## src/rtl/pipe_stage_chain.sv

```systemverilog
// pipe_stage_chain: DEPTH-deep valid-tagged pipeline register (in_* -> out_*) with flush/stall/bubble, registered occupancy and saturating stall/flush/bubble counters
module pipe_stage_chain #(
  parameter int DATA_W = 32,
  parameter int RD_W   = 5,
  parameter int CTRL_W = 10,
  parameter int DEPTH  = 1,
  parameter int CNT_W  = 16
) (
  input  logic              clk,
  input  logic              rst_n,
  input  logic              flush,
  input  logic              stall,
  input  logic              in_valid,
  input  logic [DATA_W-1:0] in_pc,
  input  logic [DATA_W-1:0] in_alu_res,
  input  logic [DATA_W-1:0] in_reg_data2,
  input  logic [RD_W-1:0]   in_rd,
  input  logic [CTRL_W-1:0] in_ctrl,
  output logic              out_valid,
  output logic [DATA_W-1:0] out_pc,
  output logic [DATA_W-1:0] out_alu_res,
  output logic [DATA_W-1:0] out_reg_data2,
  output logic [RD_W-1:0]   out_rd,
  output logic [CTRL_W-1:0] out_ctrl,
  output logic [3:0]        occupancy,
  output logic [CNT_W-1:0]  stall_cnt,
  output logic [CNT_W-1:0]  flush_cnt,
  output logic [CNT_W-1:0]  bubble_cnt
);
  logic [DEPTH-1:0]  v_q, v_nx;
  logic [DATA_W-1:0] pc_q  [DEPTH];
  logic [DATA_W-1:0] alu_q [DEPTH];
  logic [DATA_W-1:0] rd2_q [DEPTH];
  logic [RD_W-1:0]   rd_q  [DEPTH];
  logic [CTRL_W-1:0] ctl_q [DEPTH];
  logic              clr, adv;
  assign clr = rst_n || flush;
  assign adv = !stall;
  always_comb begin
    v_nx = v_q;
    if (adv) begin
      for (int k = DEPTH - 1; k > 0; k--) v_nx[k] = v_q[k-1];
      v_nx[0] = in_valid;
    end
    if (clr) v_nx = '0;
  end
  always_ff @(posedge clk) begin
    v_q <= v_nx;
    if (clr) begin
      for (int k = 0; k < DEPTH; k++) begin
        pc_q[k]  <= '0;
        alu_q[k] <= '0;
        rd2_q[k] <= '0;
        rd_q[k]  <= '0;
        ctl_q[k] <= '0;
      end
    end else if (adv) begin
      for (int k = DEPTH - 1; k > 0; k--) begin
        pc_q[k]  <= pc_q[k-1];
        alu_q[k] <= alu_q[k-1];
        rd2_q[k] <= rd2_q[k-1];
        rd_q[k]  <= rd_q[k-1];
        ctl_q[k] <= ctl_q[k-1];
      end
      pc_q[0]  <= in_valid ? in_pc : '0;
      alu_q[0] <= in_valid ? in_alu_res : '0;
      rd2_q[0] <= in_valid ? in_reg_data2 : '0;
      rd_q[0]  <= in_valid ? in_rd : '0;
      ctl_q[0] <= in_valid ? in_ctrl : '0;
    end
  end
  always_ff @(posedge clk) begin
    if (rst_n) begin
      occupancy  <= '0;
      stall_cnt  <= '0;
      flush_cnt  <= '0;
      bubble_cnt <= '0;
    end else begin
      occupancy <= 4'($countones(v_nx));
      if (flush && !(&flush_cnt)) flush_cnt <= flush_cnt + CNT_W'(1);
      if (!flush && stall && !(&stall_cnt)) stall_cnt <= stall_cnt + CNT_W'(1);
      if (!flush && !stall && !in_valid && !(&bubble_cnt)) bubble_cnt <= bubble_cnt + CNT_W'(1);
    end
  end
  assign out_valid     = v_q[DEPTH-1];
  assign out_pc        = pc_q[DEPTH-1];
  assign out_alu_res   = alu_q[DEPTH-1];
  assign out_reg_data2 = rd2_q[DEPTH-1];
  assign out_rd        = rd_q[DEPTH-1];
  assign out_ctrl      = ctl_q[DEPTH-1];
endmodule

```

## config.mk

```make
export PLATFORM = sky130hd
export DESIGN_NAME = pipe_stage_chain
export DESIGN_NICKNAME = d
export VERILOG_FILES = /design/src/rtl/pipe_stage_chain.sv
export SDC_FILE = /design/constraint.sdc
export NUM_CORES = 1
export LEC_CHECK = 0
export BUFFER_PORTS_ARGS = -buffer_cell sky130_fd_sc_hd__buf_2
export CAP_MARGIN = 20
export CORE_MARGIN = 4
export CORE_UTILIZATION = 40
export DETAILED_ROUTE_END_ITERATION = 12
export GPL_ROUTABILITY_DRIVEN = 0
export PLACE_DENSITY = 0.74
export SLEW_MARGIN = 40
export SYNTH_ARGS = -nofsm -noshare
export SYNTH_HDL_FRONTEND = slang
export SYNTH_SLANG_ARGS = --single-unit
```

## constraint.sdc

```tcl
create_clock -name clk -period 5.78 [get_ports clk]
set_input_delay 1.156 -clock clk [delete_from_list [all_inputs] [get_ports clk]]
set_output_delay 1.156 -clock clk [all_outputs]
set_load 0.03 [all_outputs]
```

==> flow_summary.html <==
<table>
<tr><th>Metric</th><th>Value</th></tr>
<tr><th colspan="2">Run status</th></tr>
<tr><td>Outcome</td><td>finished, final reports clean</td></tr>
<tr><th colspan="2">Worst setup path</th></tr>
<tr><td>Critical path buffer and inverter count</td><td>4</td></tr>
<tr><td>Family with the most delay on the worst path</td><td>buffers and inverters</td></tr>
<tr><td>Data arrival time of the worst path</td><td>between 3000 and 4000 ps</td></tr>
<tr><td>Sequence of cells on the critical path</td><td>buf_2 -&gt; buf_4 -&gt; inv_1 -&gt; nand2_4 -&gt; buf_4</td></tr>
<tr><td>Critical path data required time</td><td>a little under 6000 ps</td></tr>
<tr><td>R2R setup slack</td><td>3620 ps</td></tr>
<tr><td>Critical Path Max Stage Delay</td><td>around 570 ps</td></tr>
<tr><td>Logic depth of the worst setup path including buffers</td><td>5</td></tr>
<tr><td>Critical-path cell with the highest stage delay</td><td>sky130_fd_sc_hd__nand2_4</td></tr>
<tr><td>Reg2Reg Depth</td><td>4</td></tr>
<tr><td>Startpoint kind of the worst setup timing path</td><td>input port</td></tr>
<tr><td>Category of the worst setup path capture point</td><td>flip-flop</td></tr>
<tr><td>Critical path launch point</td><td>rst_n</td></tr>
<tr><td>Worst reg2reg endpoint</td><td>stall_cnt[15]$_SDFFE_PP0P_</td></tr>
<tr><td>Most repeated library cell on the critical path</td><td>sky130_fd_sc_hd__buf_4</td></tr>
<tr><td>Worst reg2reg startpoint</td><td>stall_cnt[8]$_SDFFE_PP0P_</td></tr>
<tr><td>CP Max Fanout</td><td>53</td></tr>
<tr><td>Critical Setup Path Class</td><td>in2reg</td></tr>
<tr><th colspan="2">Timing</th></tr>
<tr><td>Minimum clock period after layout</td><td>2960 ps</td></tr>
<tr><td>Least-Margin Pin Slew</td><td>793 ps</td></tr>
<tr><td>Fin. max-slew vios</td><td>0</td></tr>
<tr><td>Maximum achievable frequency</td><td>~340 MHz</td></tr>
<tr><td>Rel. slew slack</td><td>0.467</td></tr>
<tr><td>Layout Skew</td><td>between 6 and 7 ps</td></tr>
<tr><td>Final setup viols</td><td>0</td></tr>
<tr><td>Smallest setup slack after layout</td><td>2820 ps</td></tr>
<tr><td>Unrepaired setup endpoints after global routing</td><td>false</td></tr>
<tr><td>Final cycle utilization of the critical path</td><td>0.512</td></tr>
<tr><td>Final hold viol count</td><td>0</td></tr>
<tr><td>Worst Hold Slack</td><td>approximately 500 ps</td></tr>
<tr><td>Summed negative setup slack over all endpoints</td><td>0 ps</td></tr>
<tr><th colspan="2">Clocking</th></tr>
<tr><td>Sink count of the clock tree</td><td>161</td></tr>
<tr><td>Root Buffer Master</td><td>sky130_fd_sc_hd__clkbuf_16</td></tr>
<tr><td>Quantity of gates resized following cts</td><td>0</td></tr>
<tr><td>Later-pin clock latency in the skew report</td><td>between 400 and 500 ps</td></tr>
<tr><td>Clock tree from TritonCTS</td><td>built</td></tr>
<tr><td>Number of H-tree levels</td><td>4</td></tr>
<tr><td>Worst-path clk slew</td><td>approximately 60 ps</td></tr>
<tr><td>TritonCTS Buffers</td><td>17</td></tr>
<tr><td>Post-CTS repair timing setup buffer count</td><td>0</td></tr>
<tr><td>Clock tree buffer depth</td><td>2</td></tr>
<tr><td>CTS Hold Buffers Added</td><td>0</td></tr>
<tr><th colspan="2">Logic synthesis</th></tr>
<tr><td>Netlist area before placement</td><td>0.00658 sq mm</td></tr>
<tr><td>Mux cell area share after synthesis</td><td>0.0179</td></tr>
<tr><td>Cell type with the largest total area after synthesis</td><td>sky130_fd_sc_hd__edfxtp_1</td></tr>
<tr><td>#FFs+latches synth</td><td>roughly 160</td></tr>
<tr><td>Synth top area share</td><td>0.507</td></tr>
<tr><td>Sequential fraction of the synthesis area</td><td>0.659</td></tr>
<tr><td>Xor-xnor portion of the synthesized cell area</td><td>0.00799</td></tr>
<tr><td>Synthesized-area fraction occupied by adder cells</td><td>0.00571</td></tr>
<tr><td>Unique masters post-synth</td><td>between 40 and 50</td></tr>
<tr><td>Area contributors post-synth</td><td>sky130_fd_sc_hd__edfxtp_1 (51%), sky130_fd_sc_hd__dfxtp_1 (15%), sky130_fd_sc_hd__and2_1 (11%)</td></tr>
<tr><td>Yosys warning total</td><td>0</td></tr>
<tr><td>Most used flip-flop cell after synthesis</td><td>sky130_fd_sc_hd__edfxtp_1</td></tr>
<tr><td>Async S/R FF share, synth</td><td>0</td></tr>
<tr><td>Main combinational cell family by area after synthesis</td><td>simple AND/OR/NAND/NOR gates</td></tr>
<tr><td>Mean area per synthesized cell</td><td>~13 sq um</td></tr>
<tr><td>Number of cells produced by synthesis</td><td>roughly 530</td></tr>
<tr><td>Simple logic cell fraction of the synthesized area</td><td>0.219</td></tr>
<tr><td>Compound-gate portion of the synthesized area</td><td>0.0687</td></tr>
<tr><td>Post-synth EDFFs</td><td>~110</td></tr>
<tr><th colspan="2">Global routing</th></tr>
<tr><td>Maximum number of pins on one net before global-route repair</td><td>about 110</td></tr>
<tr><td>Via count of the first global-routing pass</td><td>approximately 4800</td></tr>
<tr><td>Overflow left after global routing</td><td>0</td></tr>
<tr><td>Total global routing track utilization</td><td>0.178</td></tr>
<tr><td>Global-route wire length before repair</td><td>25500 microns</td></tr>
<tr><td>Initial antenna violation count</td><td>3</td></tr>
<tr><th colspan="2">Detailed routing</th></tr>
<tr><td>Number of DRC violations after detailed-routing iteration 0</td><td>301</td></tr>
<tr><td>Vias</td><td>around 5000</td></tr>
<tr><td>Routed Antenna Nets</td><td>0</td></tr>
<tr><td>Length of the first detailed-routing pass in iterations</td><td>7</td></tr>
<tr><td>Final wirelength</td><td>around 17000 microns</td></tr>
<tr><td>WL per Instance</td><td>around 16 microns</td></tr>
<tr><td>Ratio of routed vias to standard cells</td><td>between 4 and 5</td></tr>
<tr><td>Number of remaining DRC errors</td><td>0</td></tr>
<tr><th colspan="2">Pwr</th></tr>
<tr><td>Overall power of the completed layout</td><td>roughly 2.7 mW</td></tr>
<tr><td>Lkg Pwr</td><td>about 4.0 nW</td></tr>
<tr><td>Pwr per Cell Area</td><td>approximately 300 mW/mm^2</td></tr>
<tr><td>Worst VDD drop</td><td>between 0.00015 and 0.0002 V</td></tr>
<tr><th colspan="2">Floorplanning</th></tr>
<tr><td>Overall die area</td><td>between 0.015 and 0.02 sq mm</td></tr>
<tr><td>Core ar.</td><td>between 0.015 and 0.02 sq mm</td></tr>
<tr><td>Horizontal die dimension</td><td>around 140 microns</td></tr>
<tr><td>Overall die height</td><td>136 microns</td></tr>
<tr><td>Io pins</td><td>280</td></tr>
<tr><td>Starting utilization of the core area</td><td>0.411</td></tr>
<tr><td>Core Rows</td><td>46</td></tr>
<tr><th colspan="2">Finish</th></tr>
<tr><td>P&amp;R area growth vs syn</td><td>33.9%</td></tr>
<tr><td>Diode insertion count for antenna repair</td><td>0</td></tr>
<tr><td>Final Util</td><td>0.550</td></tr>
<tr><td>Layout Cells excl Fill</td><td>between 1000 and 1500</td></tr>
<tr><td>Final design area excluding fillers</td><td>a little under 0.009 sq mm</td></tr>
<tr><td>Layout net count</td><td>approximately 920</td></tr>
<tr><td>Fraction of layout cells with a size suffix above 1</td><td>0.404</td></tr>
<tr><th colspan="2">Flow run</th></tr>
<tr><td>Max capacitance violation total</td><td>0</td></tr>
<tr><th colspan="2">Worst hold path</th></tr>
<tr><td>Path class of the lowest-slack min-delay path</td><td>reg2reg</td></tr>
<tr><td>Depth of the worst hold-timing path</td><td>1</td></tr>
<tr><td>Hold path startpoint</td><td>flush_cnt[15]$_SDFFE_PP0P_</td></tr>
<tr><td>Worst min-delay path endpoint</td><td>flush_cnt[15]$_SDFFE_PP0P_</td></tr>
<tr><th colspan="2">Placement</th></tr>
<tr><td>Port buffer count</td><td>around 280</td></tr>
<tr><td>Minimum setup slack after placement</td><td>between 2000 and 2500 ps</td></tr>
<tr><td>Post-placement cell count</td><td>1000</td></tr>
<tr><td>Total placed instance area</td><td>0.00818 sq mm</td></tr>
<tr><td>Final HPWL DP</td><td>roughly 12000 microns</td></tr>
</table>
## cells by family after synthesis
kind of cell / after synthesis
AND/OR/NAND/NOR: 242
flip-flops: 161
AO/OA/AOI/OAI: 69
buffers and inverters: 32
multiplexers: 11
XOR/XNOR: 6
adder cells (fa/ha/maj): 3
other: 1
## how the worst max path moves through the flow
stage / endpoint / slack (ps)
6_report: rd2_q[0][10]$_SDFFCE_PN0P_ / 2820
5_1_grt: rd2_q[0][7]$_SDFFCE_PN0P_ / 2600
4_1_cts: rd2_q[0][31]$_SDFFCE_PN0P_ / 2790
3_5_place_dp: pc_q[0][6]$_SDFFCE_PN0P_ / 2330
3_3_place_gp: alu_q[0][9]$_SDFFCE_PN0P_ / 2360
2_1_floorplan: alu_q[0][0]$_SDFFCE_PN0P_ / 1380
## cells in the mapped netlist (7+ instances only)
master	number
sky130_fd_sc_hd__edfxtp_1	111
sky130_fd_sc_hd__o31ai_1	10
sky130_fd_sc_hd__a21oi_1	26
sky130_fd_sc_hd__inv_1	9
sky130_fd_sc_hd__and2_1	111
sky130_fd_sc_hd__o21ai_0	15
sky130_fd_sc_hd__or4_1	11
sky130_fd_sc_hd__clkbuf_1	17
sky130_fd_sc_hd__nand3_1	16
sky130_fd_sc_hd__dfxtp_1	50
sky130_fd_sc_hd__nor4_1	11
sky130_fd_sc_hd__nor2b_1	7
sky130_fd_sc_hd__or3_1	15
sky130_fd_sc_hd__nand4_1	14
sky130_fd_sc_hd__nand2_1	13
sky130_fd_sc_hd__nor2_1	21
## flip-flops by register name (all words and copies together), names as in the netlist, 5 cells and up
name,flops
ctl_q,10
stall_cnt,16
rd_q,5
pc_q,32
flush_cnt,16
bubble_cnt,16
rd2_q,32
alu_q,32
## where the power goes
group          internal, mW  switching, mW  leakage, nW
clock network         0.650          0.483        0.289
logic                0.0716          0.159         2.05
registers              1.27         0.0151         1.69
## layout make-up
| type | count | area (sq um) |
|---|---|---|
| multi-input cells | 334 | 2160 |
| clock inverters | 15 | 170 |
| well taps | 216 | 270 |
| fillers | 1395 | 7190 |
| inverters | 9 | 33.8 |
| flip-flops and latches | 161 | 4330 |
| repair buffers | 280 | 1420 |
| clock buffers | 17 | 425 |
## cells in the final DEF (no fill, tap or decap), drive strengths merged, types with 10 or more instances in the layout
master,synthesis,layout
edfxtp,111,111
o31ai,10,10
nor2,21,21
o21ai,15,15
nand2,13,13
or4,11,11
nor4,11,11
clkbuf,17,17
buf,6,280
nand3,16,16
and2,111,111
a21oi,26,26
nand4,14,14
dfxtp,50,50
inv,9,17
or3,16,16
## layer usage
layer / wire length [microns] / share of wire / GRT usage / vias up
met5: 51 / 0.0030 / 0 / -
met4: 203 / 0.012 / 0.0649 / 6
met3: 1510 / 0.090 / 0.0577 / 23
met2: 8360 / 0.50 / 0.295 / 186
met1: 6680 / 0.40 / 0.219 / 2372
li1: - / - / - / 2493
Power figures use the tool's default switching activity.
